File: src/rtl/u109_pci_burst_buffer.sv
// u109_pci_burst_buffer
//   Sequences the address phase, turnaround and burst data phases between the Amiga-side
//   data bus and the PCI AD bus through a direction-switched FIFO. Applies byte-lane
//   swapping and address-phase formatting, and drives registered enables/directions for the
//   address and level-shifting buffers.
//
// Ports
//   CLK40, RESETn            clock, asynchronous active-low reset
//   START, ABORT             transaction start pulse / forced return to idle
//   BGn, RnW, PCIAT, A_ADDR  transaction attributes, latched at START
//   A_DATA_IN, A_WR          Amiga-side push (to-PCI direction)
//   A_RD, A_DATA_OUT         Amiga-side pop and FIFO head (from-PCI direction)
//   A_FULL, A_EMPTY, COUNT   FIFO status
//   AD_IN, AD_OUT, AD_OE     PCI AD bus sample / drive / output enable
//   PCI_XFER, LAST           data-phase handshake and final-phase qualifier
//   PCI_ADDR                 address captured during a DMA address phase
//   ADDRESS_ENn/DIR          address buffer controls
//   PCI_BUF_ENn/DIR          level-shifter controls
//   BUSY, DONE               status; DONE pulses on normal completion
//   UNDERRUN, OVERRUN        sticky error flags, cleared by START
module u109_pci_burst_buffer #(
    parameter int unsigned DATA_WIDTH = 32,
    parameter int unsigned FIFO_DEPTH = 4,
    parameter int unsigned SWAP_BYTES = 1,
    parameter int unsigned TURNAROUND = 1
) (
    input  logic                          CLK40,
    input  logic                          RESETn,
    input  logic                          START,
    input  logic                          ABORT,
    input  logic                          BGn,
    input  logic                          RnW,
    input  logic [1:0]                    PCIAT,
    input  logic [DATA_WIDTH-1:0]         A_ADDR,
    input  logic [DATA_WIDTH-1:0]         A_DATA_IN,
    input  logic                          A_WR,
    input  logic                          A_RD,
    output logic [DATA_WIDTH-1:0]         A_DATA_OUT,
    output logic                          A_FULL,
    output logic                          A_EMPTY,
    input  logic [DATA_WIDTH-1:0]         AD_IN,
    output logic [DATA_WIDTH-1:0]         AD_OUT,
    output logic                          AD_OE,
    input  logic                          PCI_XFER,
    input  logic                          LAST,
    output logic [DATA_WIDTH-1:0]         PCI_ADDR,
    output logic                          ADDRESS_ENn,
    output logic                          ADDRESS_DIR,
    output logic                          PCI_BUF_ENn,
    output logic                          PCI_BUF_DIR,
    output logic                          BUSY,
    output logic                          DONE,
    output logic                          UNDERRUN,
    output logic                          OVERRUN,
    output logic [$clog2(FIFO_DEPTH):0]   COUNT
);

    localparam int unsigned AW = $clog2(FIFO_DEPTH);
    localparam int unsigned CW = AW + 1;
    localparam int          NB = int'(DATA_WIDTH / 8);
    // Address formatting needs bits [19:0] even for narrow buses.
    localparam int unsigned XW = (DATA_WIDTH > 20) ? DATA_WIDTH : 20;

    typedef enum logic [2:0] {StIdle, StAddr, StTa, StData, StTaEnd, StDrain} state_e;

    state_e                  r_state, w_state_next;

    logic [DATA_WIDTH-1:0]   r_mem [FIFO_DEPTH];
    logic [AW-1:0]           r_rd_ptr, r_wr_ptr, w_rd_next, w_wr_next;
    logic [CW-1:0]           r_count, w_count_next;
    logic                    r_a_full, r_a_empty;
    logic [DATA_WIDTH-1:0]   r_a_data_out;

    logic                    r_bgn, r_to_pci;
    logic [1:0]              r_ta_cnt;
    logic [DATA_WIDTH-1:0]   r_pci_addr;
    logic                    r_underrun, r_overrun;

    logic                    r_ad_oe, r_address_enn, r_buf_enn, r_buf_dir, r_busy, r_done;
    logic [DATA_WIDTH-1:0]   r_ad_out;

    logic                    w_ad_oe_d, w_address_enn_d, w_buf_enn_d, w_buf_dir_d, w_busy_d;
    logic                    w_done_d;
    logic [DATA_WIDTH-1:0]   w_ad_out_d;

    logic                    w_start, w_flush, w_to_pci_in;
    logic                    w_empty, w_full;
    logic                    w_push_req, w_pop_req, w_push, w_pop;
    logic                    w_underrun_set, w_overrun_set;
    logic [DATA_WIDTH-1:0]   w_push_data, w_head_next, w_fmt_addr;

    function automatic logic [DATA_WIDTH-1:0] f_swap(input logic [DATA_WIDTH-1:0] d);
        logic [DATA_WIDTH-1:0] v_s;
        v_s = d;
        if (SWAP_BYTES != 0) begin
            for (int i = 0; i < NB; i++) begin
                v_s[8*i +: 8] = d[8*(NB-1-i) +: 8];
            end
        end
        return v_s;
    endfunction

    function automatic logic [DATA_WIDTH-1:0] f_fmt(input logic [DATA_WIDTH-1:0] addr,
                                                     input logic [1:0] at);
        logic [XW-1:0] v_ax;
        logic [XW-1:0] v_res;
        v_ax = '0;
        v_ax[DATA_WIDTH-1:0] = addr;
        v_res = '0;
        case (at)
            2'b10: begin
                v_res = v_ax;
                v_res[1:0] = 2'b10;
            end
            2'b00: v_res[19:2] = v_ax[19:2];
            2'b01: begin
                v_res[19:2] = v_ax[19:2];
                v_res[0] = 1'b1;
            end
            default: v_res[19:0] = v_ax[19:0];
        endcase
        return v_res[DATA_WIDTH-1:0];
    endfunction

    // ---------------------------------------------------------------- FIFO datapath
    always_comb begin
        w_to_pci_in = (!BGn && !RnW) || (BGn && RnW);
        w_start     = (r_state == StIdle) && START && !ABORT;
        w_flush     = w_start || ((r_state != StIdle) && ABORT);
        w_empty     = (r_count == '0);
        w_full      = (r_count == CW'(FIFO_DEPTH));

        if (r_to_pci) begin
            w_push_req  = A_WR && ((r_state == StAddr) || (r_state == StTa) ||
                                   (r_state == StData));
            w_pop_req   = PCI_XFER && (r_state == StData);
            w_push_data = A_DATA_IN;
        end else begin
            w_push_req  = PCI_XFER && (r_state == StData);
            w_pop_req   = A_RD && ((r_state == StData) || (r_state == StDrain));
            w_push_data = f_swap(AD_IN);
        end

        // No fall-through: a pop on an empty FIFO is dropped even if a push lands.
        w_pop  = w_pop_req && !w_empty && !w_flush;
        w_push = w_push_req && (!w_full || w_pop) && !w_flush;

        w_underrun_set = r_to_pci && (r_state == StData) && PCI_XFER && w_empty && !ABORT;
        w_overrun_set  = !r_to_pci && (r_state == StData) && PCI_XFER && w_full && !w_pop &&
                         !ABORT;

        if (w_flush) begin
            w_rd_next    = '0;
            w_wr_next    = '0;
            w_count_next = '0;
        end else begin
            w_rd_next    = r_rd_ptr + AW'(w_pop);
            w_wr_next    = r_wr_ptr + AW'(w_push);
            w_count_next = r_count + CW'(w_push) - CW'(w_pop);
        end

        // Head after this edge; bypass when the push lands in the head slot.
        if (w_push && (r_wr_ptr == w_rd_next)) begin
            w_head_next = w_push_data;
        end else begin
            w_head_next = r_mem[w_rd_next];
        end

        w_fmt_addr = f_fmt(A_ADDR, PCIAT);
    end

    // ---------------------------------------------------------------- FSM: state register
    always_ff @(posedge CLK40 or negedge RESETn) begin
        if (!RESETn) begin
            r_state <= StIdle;
        end else begin
            r_state <= w_state_next;
        end
    end

    // ---------------------------------------------------------------- FSM: next state
    always_comb begin
        w_state_next = r_state;
        if ((r_state != StIdle) && ABORT) begin
            w_state_next = StIdle;
        end else begin
            case (r_state)
                StIdle: begin
                    if (START && !ABORT) w_state_next = StAddr;
                end
                StAddr: begin
                    w_state_next = (TURNAROUND == 0) ? StData : StTa;
                end
                StTa: begin
                    if (({30'd0, r_ta_cnt} + 32'd1) >= TURNAROUND) w_state_next = StData;
                end
                StData: begin
                    if (PCI_XFER && LAST) w_state_next = r_to_pci ? StTaEnd : StDrain;
                end
                StTaEnd: w_state_next = StIdle;
                StDrain: begin
                    if (w_count_next == '0) w_state_next = StIdle;
                end
                default: w_state_next = StIdle;
            endcase
        end
    end

    // ---------------------------------------------------------------- FSM: outputs
    // Values for the state being entered; registered so they line up with that state.
    always_comb begin
        w_busy_d        = (w_state_next != StIdle);
        w_done_d        = !ABORT && (w_state_next == StIdle) &&
                          ((r_state == StTaEnd) || (r_state == StDrain));
        w_ad_oe_d       = 1'b0;
        w_address_enn_d = 1'b1;
        w_buf_enn_d     = 1'b1;
        w_buf_dir_d     = r_buf_dir;
        w_ad_out_d      = r_ad_out;
        case (w_state_next)
            StAddr: begin
                // Only reached from idle, so the live attribute inputs are the latched ones.
                w_address_enn_d = 1'b0;
                w_buf_enn_d     = 1'b0;
                w_buf_dir_d     = BGn;
                w_ad_oe_d       = !BGn;
                if (!BGn) w_ad_out_d = w_fmt_addr;
            end
            StData: begin
                // DMA traffic is PCI-to-PCI and bypasses the level shifters.
                w_buf_enn_d = r_bgn;
                w_buf_dir_d = r_to_pci;
                w_ad_oe_d   = r_to_pci;
                if (r_to_pci) w_ad_out_d = f_swap(w_head_next);
            end
            default: ;
        endcase
    end

    // ---------------------------------------------------------------- registers
    always_ff @(posedge CLK40 or negedge RESETn) begin
        if (!RESETn) begin
            r_mem         <= '{default: '0};
            r_rd_ptr      <= '0;
            r_wr_ptr      <= '0;
            r_count       <= '0;
            r_a_full      <= 1'b0;
            r_a_empty     <= 1'b1;
            r_a_data_out  <= '0;
            r_bgn         <= 1'b0;
            r_to_pci      <= 1'b0;
            r_ta_cnt      <= '0;
            r_pci_addr    <= '0;
            r_underrun    <= 1'b0;
            r_overrun     <= 1'b0;
            r_ad_oe       <= 1'b0;
            r_address_enn <= 1'b1;
            r_buf_enn     <= 1'b1;
            r_buf_dir     <= 1'b0;
            r_busy        <= 1'b0;
            r_done        <= 1'b0;
            r_ad_out      <= '0;
        end else begin
            if (w_push) r_mem[r_wr_ptr] <= w_push_data;
            r_rd_ptr     <= w_rd_next;
            r_wr_ptr     <= w_wr_next;
            r_count      <= w_count_next;
            r_a_full     <= (w_count_next == CW'(FIFO_DEPTH));
            r_a_empty    <= (w_count_next == '0);
            r_a_data_out <= w_head_next;

            if (w_start) begin
                r_bgn    <= BGn;
                r_to_pci <= w_to_pci_in;
            end

            if ((r_state == StTa) && (w_state_next == StTa)) begin
                r_ta_cnt <= r_ta_cnt + 2'd1;
            end else begin
                r_ta_cnt <= '0;
            end

            if ((r_state == StAddr) && r_bgn) r_pci_addr <= AD_IN;

            if (w_start) begin
                r_underrun <= 1'b0;
                r_overrun  <= 1'b0;
            end else begin
                if (w_underrun_set) r_underrun <= 1'b1;
                if (w_overrun_set)  r_overrun  <= 1'b1;
            end

            r_ad_oe       <= w_ad_oe_d;
            r_address_enn <= w_address_enn_d;
            r_buf_enn     <= w_buf_enn_d;
            r_buf_dir     <= w_buf_dir_d;
            r_busy        <= w_busy_d;
            r_done        <= w_done_d;
            r_ad_out      <= w_ad_out_d;
        end
    end

    assign A_DATA_OUT  = r_a_data_out;
    assign A_FULL      = r_a_full;
    assign A_EMPTY     = r_a_empty;
    assign COUNT       = r_count;
    assign AD_OUT      = r_ad_out;
    assign AD_OE       = r_ad_oe;
    assign PCI_ADDR    = r_pci_addr;
    assign ADDRESS_ENn = r_address_enn;
    assign ADDRESS_DIR = r_bgn;
    assign PCI_BUF_ENn = r_buf_enn;
    assign PCI_BUF_DIR = r_buf_dir;
    assign BUSY        = r_busy;
    assign DONE        = r_done;
    assign UNDERRUN    = r_underrun;
    assign OVERRUN     = r_overrun;

endmodule
File: config.mk
export PLATFORM = sky130hd
export DESIGN_NAME = u109_pci_burst_buffer
export DESIGN_NICKNAME = d
export VERILOG_FILES = /design/src/rtl/u109_pci_burst_buffer.sv
export SDC_FILE = /design/constraint.sdc
export NUM_CORES = 1
export LEC_CHECK = 0
export BUFFER_PORTS_ARGS = -buffer_cell sky130_fd_sc_hd__buf_2
export CAP_MARGIN = 15
export CORE_MARGIN = 3
export CORE_UTILIZATION = 57
export DETAILED_ROUTE_END_ITERATION = 12
export PLACE_DENSITY = 0.82
export SYNTH_ARGS = -nofsm -noshare
export SYNTH_HDL_FRONTEND = slang
export SYNTH_SLANG_ARGS = --single-unit
File: constraint.sdc
create_clock -name CLK40 -period 8.8 [get_ports CLK40]
set_input_delay 1.32 -clock CLK40 [delete_from_list [all_inputs] [get_ports CLK40]]
set_output_delay 1.32 -clock CLK40 [all_outputs]
set_load 0.03 [all_outputs]
Word level (Yosys, flattened, before mapping)
Index checks and enable logic that the tools add are counted.

word-level totals
  flip-flop bits (word level) = 248
  bits of input ports = 108
  output and inout port bits = 110
  word-level logic and storage cells = 143

cells by class
  add/sub/neg operators = 6
  magnitude comparators = 4
  equal/unequal tests = 15
  muxes and demuxes = 35
  bitwise logic cells = 2
  reductions and logical operators = 57

operators with widths
  operator                                              number
  2-to-1 mux 32 bit                                     7
  bitwise mux 128 bit                                   1
  binary-select mux 32 bit (select 2 bit)               1
  demux 32 bit (select 2 bit)                           1
  case mux 32 bit (2 select lines)                      1
  logical AND 1 bit                                     29
  2-to-1 mux 3 bit                                      6
  case mux 3 bit (5 select lines)                       1
  equality test 3 x 2 -> 1 bit (second input constant)  4
  equality test 3 bit (second input constant)           4
  zero test 3 bit                                       4
  2-to-1 mux 12 bit                                     1
  case mux 1 bit (2 select lines)                       5
  zero test 1 bit                                       8
  2-to-1 mux 1 bit                                      8
  logical OR 1 bit                                      7
  equality test 3 x 1 -> 1 bit (second input constant)  2
  >= comparator 3 bit (second input constant)           2
  2-to-1 mux 2 bit                                      3
  NOT 2 -> 3 bit                                        2
  nonzero test 2 bit                                    3
  nonzero test 3 bit                                    2
  adder 2 x 1 -> 2 bit                                  2
  != test 2 bit (second input constant)                 2
  other kinds (12)                                      13

Logic depth before layout (Yosys ltp)
  word-level depth = 19
  mapped depth = 16
  depth with buffers taken out = 14

Worst setup path after synthesis
Ideal clock, no wire load.

  path kind = in2reg
  start = in ABORT
  end = reg r_ta_cnt[0]
  library setup time = 0.120 ns
  arrival = 4.267 ns
  data required time = 8.680 ns
  path slack = 4.412 ns
  cell stages on the path = 14
  buffers on the path = 1
  cell sequence = nand2b_1 mux2i_1 buf_2 nor2_1 o31a_1 ha_1 inv_1 ha_1 inv_1 fa_1 xnor3_1 a311o_1 a31o_2 and4_1

between the ends
  word-level cells in the longest chain between the ends = 18
  elaborated cells on any way between the ends = 21
  those cells by class = 2 x add/sub; 1 x eq/ne; 6 x mux; 12 x reduce/logical

RTL lines
  element                          line      text
  start, declared                  30        input logic ABORT,
  zero test 1 bit                  128, 189
  logical AND 1 bit                128       w_start = (r_state == StIdle) && START && !ABORT;
  logical OR 1 bit                 129       w_flush = w_start || ((r_state != StIdle) && ABORT);
  zero test 1 bit                  145, 146
  logical AND 1 bit                145       w_pop = w_pop_req && !w_empty && !w_flush;
  logical OR 1 bit                 146       w_push = w_push_req && (!w_full || w_pop) && !w_flush;
  logical AND 1 bit (2 in series)  146
  adder 3 x 1 -> 3 bit             159       w_count_next = r_count + CW'(w_push) - CW'(w_pop);
  subtractor 3 x 1 -> 3 bit        159
  2-to-1 mux 3 bit                 152       if (w_flush) begin
  zero test 3 bit                  202       if (w_count_next == '0) w_state_next = StIdle;
  2-to-1 mux 3 bit                 202
  case mux 3 bit (5 select lines)  187       case (r_state)
  2-to-1 mux 3 bit *               184       if ((r_state != StIdle) && ABORT) begin
  equality test 3 x 2 -> 1 bit *   277       if ((r_state == StTa) && (w_state_next == StTa)) begin
  logical AND 1 bit *              277
  2-to-1 mux 2 bit *               277
  end signal, assigned             278       r_ta_cnt <= r_ta_cnt + 2'd1;
  end, declared                    75        logic [1:0] r_ta_cnt;

Every way passes the cells marked *; elsewhere a longest branch is shown, timed or not.
A chain may end at the register's enable or synchronous reset.

Worst setup path after layout
  start = in ABORT
  end = reg r_ad_out[17] (netlist: AD_OUT[17])

between the ends
  word-level cells in the longest chain between the ends = 18
  elaborated cells on any way between the ends = 35
  those cells by class = 3 x add/sub; 5 x eq/ne; 12 x mux; 1 x bitwise; 14 x reduce/logical

RTL lines
  element                                                                       line      text
  zero test 1 bit                                                               128, 189
  logical AND 1 bit                                                             128
  logical OR 1 bit                                                              129
  zero test 1 bit                                                               145, 146
  logical AND 1 bit                                                             145
  logical OR 1 bit                                                              146
  logical AND 1 bit (2 in series)                                               146
  adder 3 x 1 -> 3 bit                                                          159
  subtractor 3 x 1 -> 3 bit                                                     159
  2-to-1 mux 3 bit                                                              152
  zero test 3 bit                                                               202
  2-to-1 mux 3 bit                                                              202
  case mux 3 bit (5 select lines)                                               187
  2-to-1 mux 3 bit                                                              184
  equality test 3 x 2 -> 1 bit or equality test 3 x 1 -> 1 bit (tied branches)  220       case (w_state_next)
  != test 2 bit (no source line) or nonzero test 2 bit (tied branches)          --
  AND reduction 3 bit (no source line)                                          --
  end signal, assigned                                                          299       r_ad_out <= w_ad_out_d;
  end, declared                                                                 80        logic [DATA_WIDTH-1:0] r_ad_out;

Several ways; a longest one is shown, not always the timed one. The select of a mux whose other input is x is not followed.

==> impl_metrics.ini <==
[clocking]
cts-htree-levels = 1
post_cts_buffers = 0
cts_root_buf = clkbuf_16
clkLatencyLatePin_ps = 520
cts.reportedPaths.clkPinSlew_ps = 60
ctsResizeCount = 0
cts.sinks = 248
cts_buffer_depth = 3
cts_tree = built
cts_made_buffers = 26
ctsHoldBuffers = 0

[critical_path]
crit_chain = buf_2 > nand2b_1 > mux2i_4 > buf_4 > nor2_1 > o31a_1 > ha_2 > xnor2_1 > nand2_1 > or4_2 > buf_12 > nor2_4 > a221oi_1
critical_path_class = in -> reg
critPathMaxStageDelay_ps = 900
required_ps = 9150
path_max_fanout = 49
cp-start-kind = input port
r2r_end = AD_OUT[17]
critPathArrivalTime_ps = 5630
rr_worst_depth = 12
end_kind = register
rr_startpoint = r_state[0]
rrSetupSlack_ps = 3670
cp_slowest_cell = ha_2

[routing]
drt_wl_total_um = 28300
drt-initial-drc-count = 655
vias = 8561
postRouteAntennaNets = 0
first_pass_iters = 5
avgRoutedWirePerCell_um = 19.3
vias_per_cell = 5.82
drc = 0

[job]
cap_violations = 0

[finish]
seqCellArea_sq_um = 6210
final.fill_count = 1331
design_area_sq_um = 13200
drive_above_1_share = 0.279
area_growth_pct = 19.6
n_antenna_cell = 0
multi_input_area_sq_um = 4350
final_nets = 1305

[synth]
syn_area_per_cell_sq_um = 11.0
ys_top_cells_by_count = dfrtp_1 (245), a21oi_1 (165), nor2_1 (154), mux2i_1 (80), buf_2 (37)
yosysUniqueCellTypes = 61
ys_seq_area_frac = 0.563
synth_edf_count = 0
netlist_top_cells_area = dfrtp_1 (56%), a21oi_1 (7.5%), mux2i_1 (7.3%)
syn_inst = 1000
mappedNetlistArea_sq_um = 11000
ys_seq_elements = 248
synth_top_area_share = 0.556
synth_top_area_cell = dfrtp_1
synth_top_flop_cell = dfrtp_1
synth_warnings = 0
syn-num-nets = 1115
async_flop_share = 1.00
synth.most_common_cell = dfrtp_1

[placed_design]
port_buffers = 217
dp_hpwl_um = 17700
gp_congestion = 0.811
dp_worst_setup_slack_ps = 2790
placed_cell_area_sq_um = 12200

[timing]
fin_skew_ps = 13.9
tightest_slew_ps = 1170
rsz0062_at_grt = false
finalSetupViolations = 0
finalWorstSetupSlack_ps = 3520
final_hold_viol_count = 0
finalSetupTns_ps = 0
max_freq_ghz = 0.190
slew_violations = 0
max-slew-margin-rel = 0.216
period_share = 0.600
fin_crit_ps = 5280

[floorplan]
num_rows = 50
die_w_um = 145
start_util = 0.586
io_pins = 218
die_h_um = 145
core_sq_um = 18800
die_area_sq_um = 21100

[grt]
gr-total-overflow = 0
grtUsageTotal = 0.263
grt_pass1_vias = 8868
grt_pass1_wl_um = 45900
grt_max_degree = 93
antenna_found_initial = 0

[hold_path]
holdPathEnd = PCI_ADDR[1]
hp-start = PCI_ADDR[1]
min_path_type = reg -> reg
whs_path_depth = 1

[pwr]
peakVddDrop_v = 0.000262
leakagePower_nw = 6.57
power_mw = 4.78
powerDensity_nw_per_um2 = 362

[status]
status = finished, final reports clean
metrics by stage:
stage	utilization	hold slack [ps]	instances
6_report	0.700	500	1470
5_1_grt	0.700	517	1470
3_3_place_gp	0.650	483	1420
4_1_cts	0.698	504	1468
3_5_place_dp	0.650	489	1420
2_1_floorplan	-	494	1000
logic make-up after synthesis:
kind of cell,count (synthesis),synth area share
AO/OA/AOI/OAI,311,0.176
XOR/XNOR,6,0.00794
adder cells (fa/ha/maj),7,0.00862
buffers and inverters,106,0.0469
flip-flops,248,0.563
multiplexers,113,0.106
AND/OR/NAND/NOR,209,0.0908
flip-flops by register name (all words and copies together) (netlist names), 2 cells and up:
signal / count
AD_OUT: 32
A_DATA_OUT: 32
COUNT: 3
PCI_ADDR: 32
r_mem: 128
r_rd_ptr: 2
r_state: 3
r_ta_cnt: 2
r_wr_ptr: 2
metal layers:
layer / vias to the layer above / part of all wire / global-route usage
li1: 3969 / - / -
met1: 4199 / 0.41 / 0.351
met2: 340 / 0.50 / 0.453
met3: 53 / 0.068 / 0.0347
met4: 0 / 0.022 / 0.0826
met5: - / 0 / 0
report_power, final:
part / total, mW / internal (mW) / switching [mW] / leakage, nW
clock: 1.14 / 0.688 / 0.452 / 0.435
combinational: 1.85 / 0.646 / 1.20 / 3.01
sequential: 1.79 / 1.56 / 0.231 / 3.13
total: 4.78 / 2.89 / 1.89 / 6.57
critical path, delay by kind of cell:
family	cells	cell delay, ps
AND/OR/NAND/NOR	5	1720
buffers and inverters	3	990
AO/OA/AOI/OAI	2	330
multiplexers	1	150
XOR/XNOR	1	190
adder cells (fa/ha/maj)	1	900
cells in the final DEF, fill, tap and decap left out, drive strengths merged, types with 17 or more instances in the layout:
master   Yosys  routed
o21ai       20      20
buf         51     237
nor2       156     156
clkbuf      24      38
a2bb2oi     31      31
o221ai      17      17
a21oi      165     165
dfrtp      245     245
o22ai       35      35
inv         31      31
mux2i       80      80
mux2        33      33
how the worst max path moves through the flow:
stage               start  depth (start not counted)  slack (ps)           to
global placement    ABORT                         12        2930   AD_OUT[12]
global route        ABORT                         13        3290   AD_OUT[17]
CTS                 ABORT                         12        3320   AD_OUT[17]
floorplan           ABORT                         14        4410  r_ta_cnt[0]
detailed placement  ABORT                         12        2790   AD_OUT[13]
finish              ABORT                         13        3520   AD_OUT[17]
layout make-up:
| cell class | count | share of cell area |
|---|---|---|
| sequential | 248 | 0.471 |
| tap | 260 | 0.0247 |
| clock inverter | 10 | 0.0110 |
| timing repair buffer | 237 | 0.0970 |
| inverter | 31 | 0.00882 |
| multi-input combinational | 646 | 0.330 |
| clock buffer | 38 | 0.0574 |
No activity file was read; power rests on OpenSTA's default activity.
